### src/rtl/uart_rx_param.sv
// uart_rx_param: parametrised UART receiver with mid-bit sampling and a valid/ready output register
module uart_rx_param #(
   parameter int CLKS_PER_BIT = 1300,
   parameter int DATA_BITS    = 8,
   parameter int PARITY       = 0,
   parameter int STOP_BITS    = 1
) (
   input  logic                 m_clock,
   input  logic                 p_reset,
   input  logic                 RDX,
   output logic [DATA_BITS-1:0] rx_data,
   output logic                 rx_valid,
   input  logic                 rx_ready,
   output logic                 parity_err,
   output logic                 frame_err,
   output logic                 overrun,
   output logic                 busy
);
   localparam int CW = $clog2(CLKS_PER_BIT);
   localparam int HALF = CLKS_PER_BIT / 2;
   localparam logic [CW-1:0] TC_FULL = CW'(CLKS_PER_BIT - 1);
   localparam logic [CW-1:0] TC_HALF = CW'(HALF - 1);
   localparam logic [3:0] LAST_DATA = 4'(DATA_BITS - 1);
   localparam logic [3:0] LAST_STOP = 4'(STOP_BITS - 1);
   localparam logic PAR_ODD = (PARITY == 1);

   typedef enum logic [2:0] {IDLE, START, DATA, PAR, STOP, BRK} state_t;

   state_t               state, state_nx;
   logic [1:0]           sync;
   logic                 rxs;
   logic [CW-1:0]        cnt;
   logic [3:0]           idx;
   logic [DATA_BITS-1:0] sh;
   logic                 perr_q, ferr_q;
   logic                 sample, done, ferr_fin, perr_now;

   assign rxs  = sync[1];
   assign busy = (state != IDLE);

   // two-flop synchroniser, reset high so a reset line never looks like a start bit
   always_ff @(posedge m_clock or negedge p_reset)
      if (!p_reset) sync <= 2'b11;
      else sync <= {sync[0], RDX};

   // state register
   always_ff @(posedge m_clock or negedge p_reset)
      if (!p_reset) state <= IDLE;
      else state <= state_nx;

   // sample strobe, frame completion and next-state decode
   always_comb begin
      state_nx = state;
      done     = 1'b0;
      sample   = (state == START) ? (cnt == TC_HALF) : (cnt == TC_FULL);
      ferr_fin = ferr_q | ~rxs;
      perr_now = ((^sh) ^ rxs) != PAR_ODD;
      case (state)
         IDLE:  if (!rxs) state_nx = START;
         START: if (sample) state_nx = rxs ? IDLE : DATA;
         DATA:  if (sample && idx == LAST_DATA) state_nx = (PARITY != 0) ? PAR : STOP;
         PAR:   if (sample) state_nx = STOP;
         STOP:  if (sample && idx == LAST_STOP) begin
                   done     = 1'b1;
                   state_nx = ferr_fin ? BRK : IDLE;
                end
         BRK:   if (rxs) state_nx = IDLE;
         default: state_nx = IDLE;
      endcase
   end

   // baud counter, bit index, data shifter and per-frame error latches
   always_ff @(posedge m_clock or negedge p_reset)
      if (!p_reset) begin
         cnt    <= '0;
         idx    <= '0;
         sh     <= '0;
         perr_q <= 1'b0;
         ferr_q <= 1'b0;
      end else if (state == IDLE || state == BRK) begin
         cnt    <= '0;
         idx    <= '0;
         perr_q <= 1'b0;
         ferr_q <= 1'b0;
      end else if (sample) begin
         cnt <= '0;
         idx <= (state_nx != state) ? 4'd0 : idx + 4'd1;
         if (state == DATA) sh <= {rxs, sh[DATA_BITS-1:1]};
         if (state == PAR) perr_q <= perr_now;
         if (state == STOP && !rxs) ferr_q <= 1'b1;
      end else cnt <= cnt + 1'b1;

   // single-entry output register: load on completion unless full and not being drained
   always_ff @(posedge m_clock or negedge p_reset)
      if (!p_reset) begin
         rx_data    <= '0;
         rx_valid   <= 1'b0;
         parity_err <= 1'b0;
         frame_err  <= 1'b0;
         overrun    <= 1'b0;
      end else begin
         overrun <= done & rx_valid & ~rx_ready;
         if (done && (!rx_valid || rx_ready)) begin
            rx_data    <= sh;
            parity_err <= perr_q;
            frame_err  <= ferr_fin;
            rx_valid   <= 1'b1;
         end else if (rx_ready) rx_valid <= 1'b0;
      end
endmodule

### config.mk
export PLATFORM = sky130hd
export DESIGN_NAME = uart_rx_param
export DESIGN_NICKNAME = d
export VERILOG_FILES = /design/src/rtl/uart_rx_param.sv
export SDC_FILE = /design/constraint.sdc
export NUM_CORES = 1
export LEC_CHECK = 0
export CAP_MARGIN = 5
export CORE_ASPECT_RATIO = 0.7
export CORE_MARGIN = 5
export CORE_UTILIZATION = 59
export DETAILED_ROUTE_END_ITERATION = 8
export DONT_BUFFER_PORTS = 1
export PLACE_DENSITY = 0.87
export SYNTH_ARGS = -nofsm -noshare
export SYNTH_HDL_FRONTEND = slang
export SYNTH_SLANG_ARGS = --single-unit
### constraint.sdc
create_clock -name m_clock -period 2.3 [get_ports m_clock]
set_clock_uncertainty 0.15 [all_clocks]
set_input_delay 0.46 -clock m_clock [delete_from_list [all_inputs] [get_ports m_clock]]
set_output_delay 0.46 -clock m_clock [all_outputs]
set_load 0.005 [all_outputs]
# After elaboration in Yosys (flattened, before gate mapping)
# Cells that the tools add are included.
[word_totals]
ram_bits = 0
mem_count = 0
regBits = 42
word_cells = 74
romBits = 0
latchBits = 0
[op_classes]
eq_ne = 9
shifts = 0
n_mux = 25
n_addsub = 2
mul = 0
n_bitwise = 7
div_mod_pow = 0
reduce_logical = 19
n_lt_le_gt_ge = 0
[op_table]
columns = ["op", "count"]
rows = [
  ["$mux 11", 2],
  ["$mux 3", 7],
  ["$pmux 3 s6", 1],
  ["$mux 4", 3],
  ["$add 11x1->11 const B", 1],
  ["$eq 11x10->1 const B", 1],
  ["$eq 11x11->1 const B", 1],
  ["$mux 1", 11],
  ["$reduce_bool 2->1", 4],
  ["$reduce_xor 8->1", 1],
  ["$eq 3x2->1 const B", 2],
  ["$eq 3x3->1 const B", 2],
  ["$add 4x1->4 const B", 1],
  ["$eq 4x3->1 const B", 1],
  ["$logic_and 1x1->1", 4],
  ["$logic_not 4->1", 1],
  ["$reduce_and 2->1", 2],
  ["$eq 3x1->1 const B", 1],
  ["$logic_not 3->1", 1],
  ["$ne 3x3->1", 1],
  ["$not 1->1", 3],
  ["$reduce_and 3->1", 1],
  ["$reduce_bool 3->1", 1],
  ["$and 1x1->1", 2],
  ["5 further kinds", 7],
]

# Depth between registers and ports, before layout
[depth]
word_depth = 9
ltp_mapped = 8
ltp_nobuf = 7

# Worst setup path after synthesis
# No wires, ideal clock.
[synth_path]
path_kind = "reg-to-reg"
start = "register idx[0]"
end = "register parity_err"
path_stages_with_launch = 8
n_path_buf = 1
required_ns = 2.023
synth_period_minus_slack_ns = 1.968
path_slack_ns = 0.332
arrival_time_ns = 1.690
cell_sequence = "dfrtp_1 > inv_1 > ha_1 > nor3b_1 > and2_1 > o2111ai_2 > buf_6 > mux2_1"
[synth_via]
elab_chain_cells = 5
[synth_lines]
columns = ["element", "line_no", "rtl"]
rows = [
  ["from (decl)", "33", "logic [3:0] idx;"],
  ["from (signal assigned)", "87", "idx <= (state_nx != state) ? 4'd0 : idx + 4'd1;"],
  ["$logic_not 4->1", "63", "STOP: if (sample && idx == LAST_STOP) begin"],
  ["$logic_and 1x1->1", "63", ""],
  ["$mux 1", "63", ""],
  ["$mux 1", "58", "case (state)"],
  ["$logic_and 1x1->1", "103", "if (done && (!rx_valid || rx_ready)) begin"],
  ["to (signal assigned)", "105", "parity_err <= perr_q;"],
  ["to (decl)", "14", "output logic parity_err,"],
]
# No other way between the ends.
# A chain may end at the register's enable or synchronous reset.

# Worst setup path in the final report
[layout_path]
start = "register state[0]"
end = "register sh[1]"
[layout_via]
elab_chain_cells = 4
[layout_lines]
columns = ["element", "line_no", "rtl"]
rows = [
  ["from (decl)", "29", "state_t state, state_nx;"],
  ["from (signal assigned)", "49", "else state <= state_nx;"],
  ["$eq 3x3->1 or $logic_not 3->1 (tied branches)", "80", "end else if (state == IDLE || state == BRK) begin"],
  ["$logic_or 1x1->1", "80", ""],
  ["$not 1->1 (no source line)", "-", ""],
  ["$reduce_and 3->1 (no source line) *", "-", ""],
  ["to (signal assigned)", "88", "if (state == DATA) sh <= {rxs, sh[DATA_BITS-1:1]};"],
  ["to (decl)", "34", "logic [DATA_BITS-1:0] sh;"],
]
# Mark *: on every way between the ends. The rest lies on a longest branch, timed or not.

==> summary by stage <==
Worst setup path
The endpoint arrival time on the critical path is 2.27 ns. The required time of the worst setup path is 2.34 ns. The worst setup path is captured at a flop. The number of cell instances on the worst register-to-register path is 6. The critical path is of the flop to flop type. The largest driver fanout on the critical path is 8.

The reg-to-reg critical path endpoint is sh[1]$_DFFE_PN0P_. The worst register-to-register path begins at state[0]$_DFF_PN0_. The element type at the critical path start is a flop. The worst reg-to-reg setup slack is just under 0.07 ns.

Clock network
The CTS root buffer is sky130_fd_sc_hd__clkbuf_8. Counting along the longest clock path gives a buffer depth of 2. The number of clock sinks seen by CTS is 42. TritonCTS built the clock tree. For the worst-skew pair, the clock arrives at the later sink with an insertion delay of 0.30 ns. Counting the buffers created by CTS gives 5. The H-tree generated during clock tree synthesis spans 2 levels. After clock tree synthesis, the clock-pin slew on the worst setup and hold paths is 0.08 ns.

Route
The detailed-routing wirelength on met1 is 2.035 mm. The first-iteration detailed-routing DRC count is 85. The detailed-route vias per instance is 6.065. The total number of vias is 1492. Summed over all layers, the routed wires come to approximately 4.5 mm.

Detailed routing placed a total of 2.134 mm of wire on met2. Wire segments on met3 add up to between 200 and 300 µm in the final route. The number of antenna-violating nets in the routed design is 0. The highest metal layer used by the detailed router is met4. In the routed design, unresolved DRC markers number 0. The number of optimization iterations in the first detailed-route pass is 5. Dividing the detail-routed wire length by the instance count gives about 18 µm.

Power
The maximum vdd ir drop is ~0.59 mV. Dividing total power by cell area gives a power density of ~580 nW/µm². In this run the static leakage power is roughly 1.1 nW.

Synthesis
Of all cell types, the one taking the most synthesized area is sky130_fd_sc_hd__dfrtp_1. The synthesis-stage register bit count is 42. The share of the yosys chip area belonging to registers is between 40 and 50%.

Synthesis produced 182 cells. The mean cell area of the mapped netlist is 11.60 µm². By area the synthesized netlist is led by sky130_fd_sc_hd__dfrtp_1, sky130_fd_sc_hd__mux2_2, sky130_fd_sc_hd__nor2_1. The share of the synthesized area in the top cell type is between 40% and 50%. Yosys printed 0 warnings. The number of different library cells used by synthesis comes to 46.

The dominant register cell in the synthesized netlist is sky130_fd_sc_hd__dfrtp_1. The share of async-settable or async-resettable flops after synthesis is 100.0%. The commonest cells after synthesis are sky130_fd_sc_hd__dfrtp_1, sky130_fd_sc_hd__nor2_1, sky130_fd_sc_hd__mux2_2, sky130_fd_sc_hd__nand2_1, sky130_fd_sc_hd__nand3_1. The mapped netlist covers 2111 µm². In this run, synthesis inferred 0 flip-flops with an integrated enable. The net count after synthesis is roughly 190.

The most repeated cell in the gate-level netlist after synthesis is sky130_fd_sc_hd__dfrtp_1.

Timing
Summed over all failing endpoints, the final setup total negative slack is 0 ns. Counting I/O delays and the setup requirement, the final critical path takes between 2 and 2.5 ns. The transition time at the pin with the least slew margin is 0.4397 ns. Derived from the worst setup path, the maximum achievable clock frequency is 448.2 MHz. The final critical path takes up 97.00% of the cycle.

Setup violations remaining at the end of the flow were counted as 0. The final count of hold timing violations is 0. The worst hold margin is 0.2121 ns. The number of slew-limit violations in the final report is 0.

The worst slew margin relative to its limit is 70.68%. Setup repair after global routing left no endpoint under its margin.

Cells and area
The area added between synthesis and finish is 11.91%. The proportion of layout cells with a drive suffix above 1 is 25.00%. The count of nets after finishing is 202. The final standard cell utilization of the core is between 60% and 70%. The number of standard cells in the final layout excluding fillers is 246. 0 antenna diodes ended up in the layout.

GRT
Summed over all layers, the global routing overflow is 0. The number of global-route vias before repair came to 1533. The number of antenna violations at the first check in global routing is 0.

Entering global routing, the biggest net connects 43 pins. The first global-routing pass estimated between 7 and 8 mm of wire. Global routing consumed, over all layers together, 20.91% of the routing resources.

Floorplan
The die is 81.49 µm wide. The number of I/O pins is 17. The die outline area is 4893 µm². The total core area is 3491 µm². The initial standard-cell utilization of the core is 60.47%. The initialized floorplan defines 18 standard-cell rows. The height of the chip is 60.05 µm.

Hold path
Counting instances, the worst hold path has a depth of 0. The worst min-delay path class is flop to flop. The worst-case hold path end point is sync[1]$_DFF_PN1_. The launch point of the worst hold path is sync[0]$_DFF_PN1_.

Placed design
The placed instance count is 234. The global placer's final weighted congestion is 0.8423. The quantity of I/O buffers inserted on ports is 0. Detailed placement finished with a half-perimeter wire length of around 3.2 mm.

Run
Max-cap violations in this run came to 0.

Outcome
The flow ran to the end, and the final reports show no timing, DRC or antenna violations.
cell usage in the layout (no fill, tap or decap), drive strengths merged, types with 5 or more instances in the layout:
cell	n
dfrtp	40
o21ai	9
mux2	18
nor3b	5
buf	8
clkbuf	5
nand2	11
a21oi	5
nand3	10
xor2	7
xnor2	8
nor2	20
registers in the layout (all words and copies together), names as in the netlist:
name and flops:
cnt 11, perr_q 1, parity_err 1, rx_valid 1, state 3, overrun 1
rx_data 8, idx 4, frame_err 1, sync 2, ferr_q 1, sh 8
worst max-delay path, cell delays in order, from the launching register on:
cell                      delay, ns
sky130_fd_sc_hd__dfrtp_1       0.54
sky130_fd_sc_hd__nor3b_4       0.30
sky130_fd_sc_hd__and3_2        0.26
sky130_fd_sc_hd__o21ai_4       0.13
sky130_fd_sc_hd__nor3_4        0.26
sky130_fd_sc_hd__buf_12        0.16
sky130_fd_sc_hd__mux2_2        0.33
final cells by class:
class	instances	area, µm²
clock inverter	3	43.79
sequential	42	1054
multi-input combinational	133	1017
inverter	3	11.26
clock buffer	5	68.82
tap	50	62.56
fill	256	1129
timing repair buffer	10	105.1
logic make-up (layout without fill, tap and decap cells):
| logic type | count (synthesis) | count (layout) | synth area share, % |
|---|---|---|---|
| simple gates | 72 | 72 | 20.98 |
| flops | 42 | 42 | 49.91 |
| compound gates | 24 | 24 | 8.299 |
| mux | 18 | 18 | 9.603 |
| xor+xnor | 16 | 16 | 7.291 |
| buf+inv | 7 | 21 | 2.134 |
| fa+ha+maj | 3 | 3 | 1.778 |
how the worst max path moves through the flow:
stage,startpoint,to,slack [ns]
2_1_floorplan,idx[0]$_DFFE_PN0P_,parity_err$_DFFE_PN0P_,0.33
3_3_place_gp,state[0]$_DFF_PN0_,sh[1]$_DFFE_PN0P_,0.16
3_5_place_dp,state[0]$_DFF_PN0_,sh[0]$_DFFE_PN0P_,0.10
4_1_cts,idx[0]$_DFFE_PN0P_,parity_err$_DFFE_PN0P_,0.08
5_1_grt,state[0]$_DFF_PN0_,sh[1]$_DFFE_PN0P_,0.008
6_report,state[0]$_DFF_PN0_,sh[1]$_DFFE_PN0P_,0.07
power by group:
part           total [mW]  internal, mW  switching (mW)
logic              0.0254       0.00822          0.0171
registers           0.743         0.741         0.00223
clock network       0.592         0.325           0.267
total                1.36          1.07           0.286
per-layer routing:
metal  GRT usage, %  vias up
met4          4.578        0
met1          28.59      761
met5              0        -
li1               -      672
met2          32.13       53
met3          7.530        6
metrics by stage:
step	power, mW	area (µm²)	worst slack [ns]
floorplan	0.7609	2111	0.3323
global placement	0.7624	2185	0.1602
detailed placement	0.7626	2185	0.1000
CTS	1.366	2337	0.08238
global route	1.409	2362	0.008352
finish	1.360	2362	0.06893
timing repair:
item / 4_1_cts / 5_1_grt
hold buffers: 3 / 0
gates resized for setup: 0 / 1
endpoints found under the hold margin: 43 / 0
endpoints found under the setup margin: 0 / 9
setup buffers: 0 / 1
(Power assumes the default switching activity.)
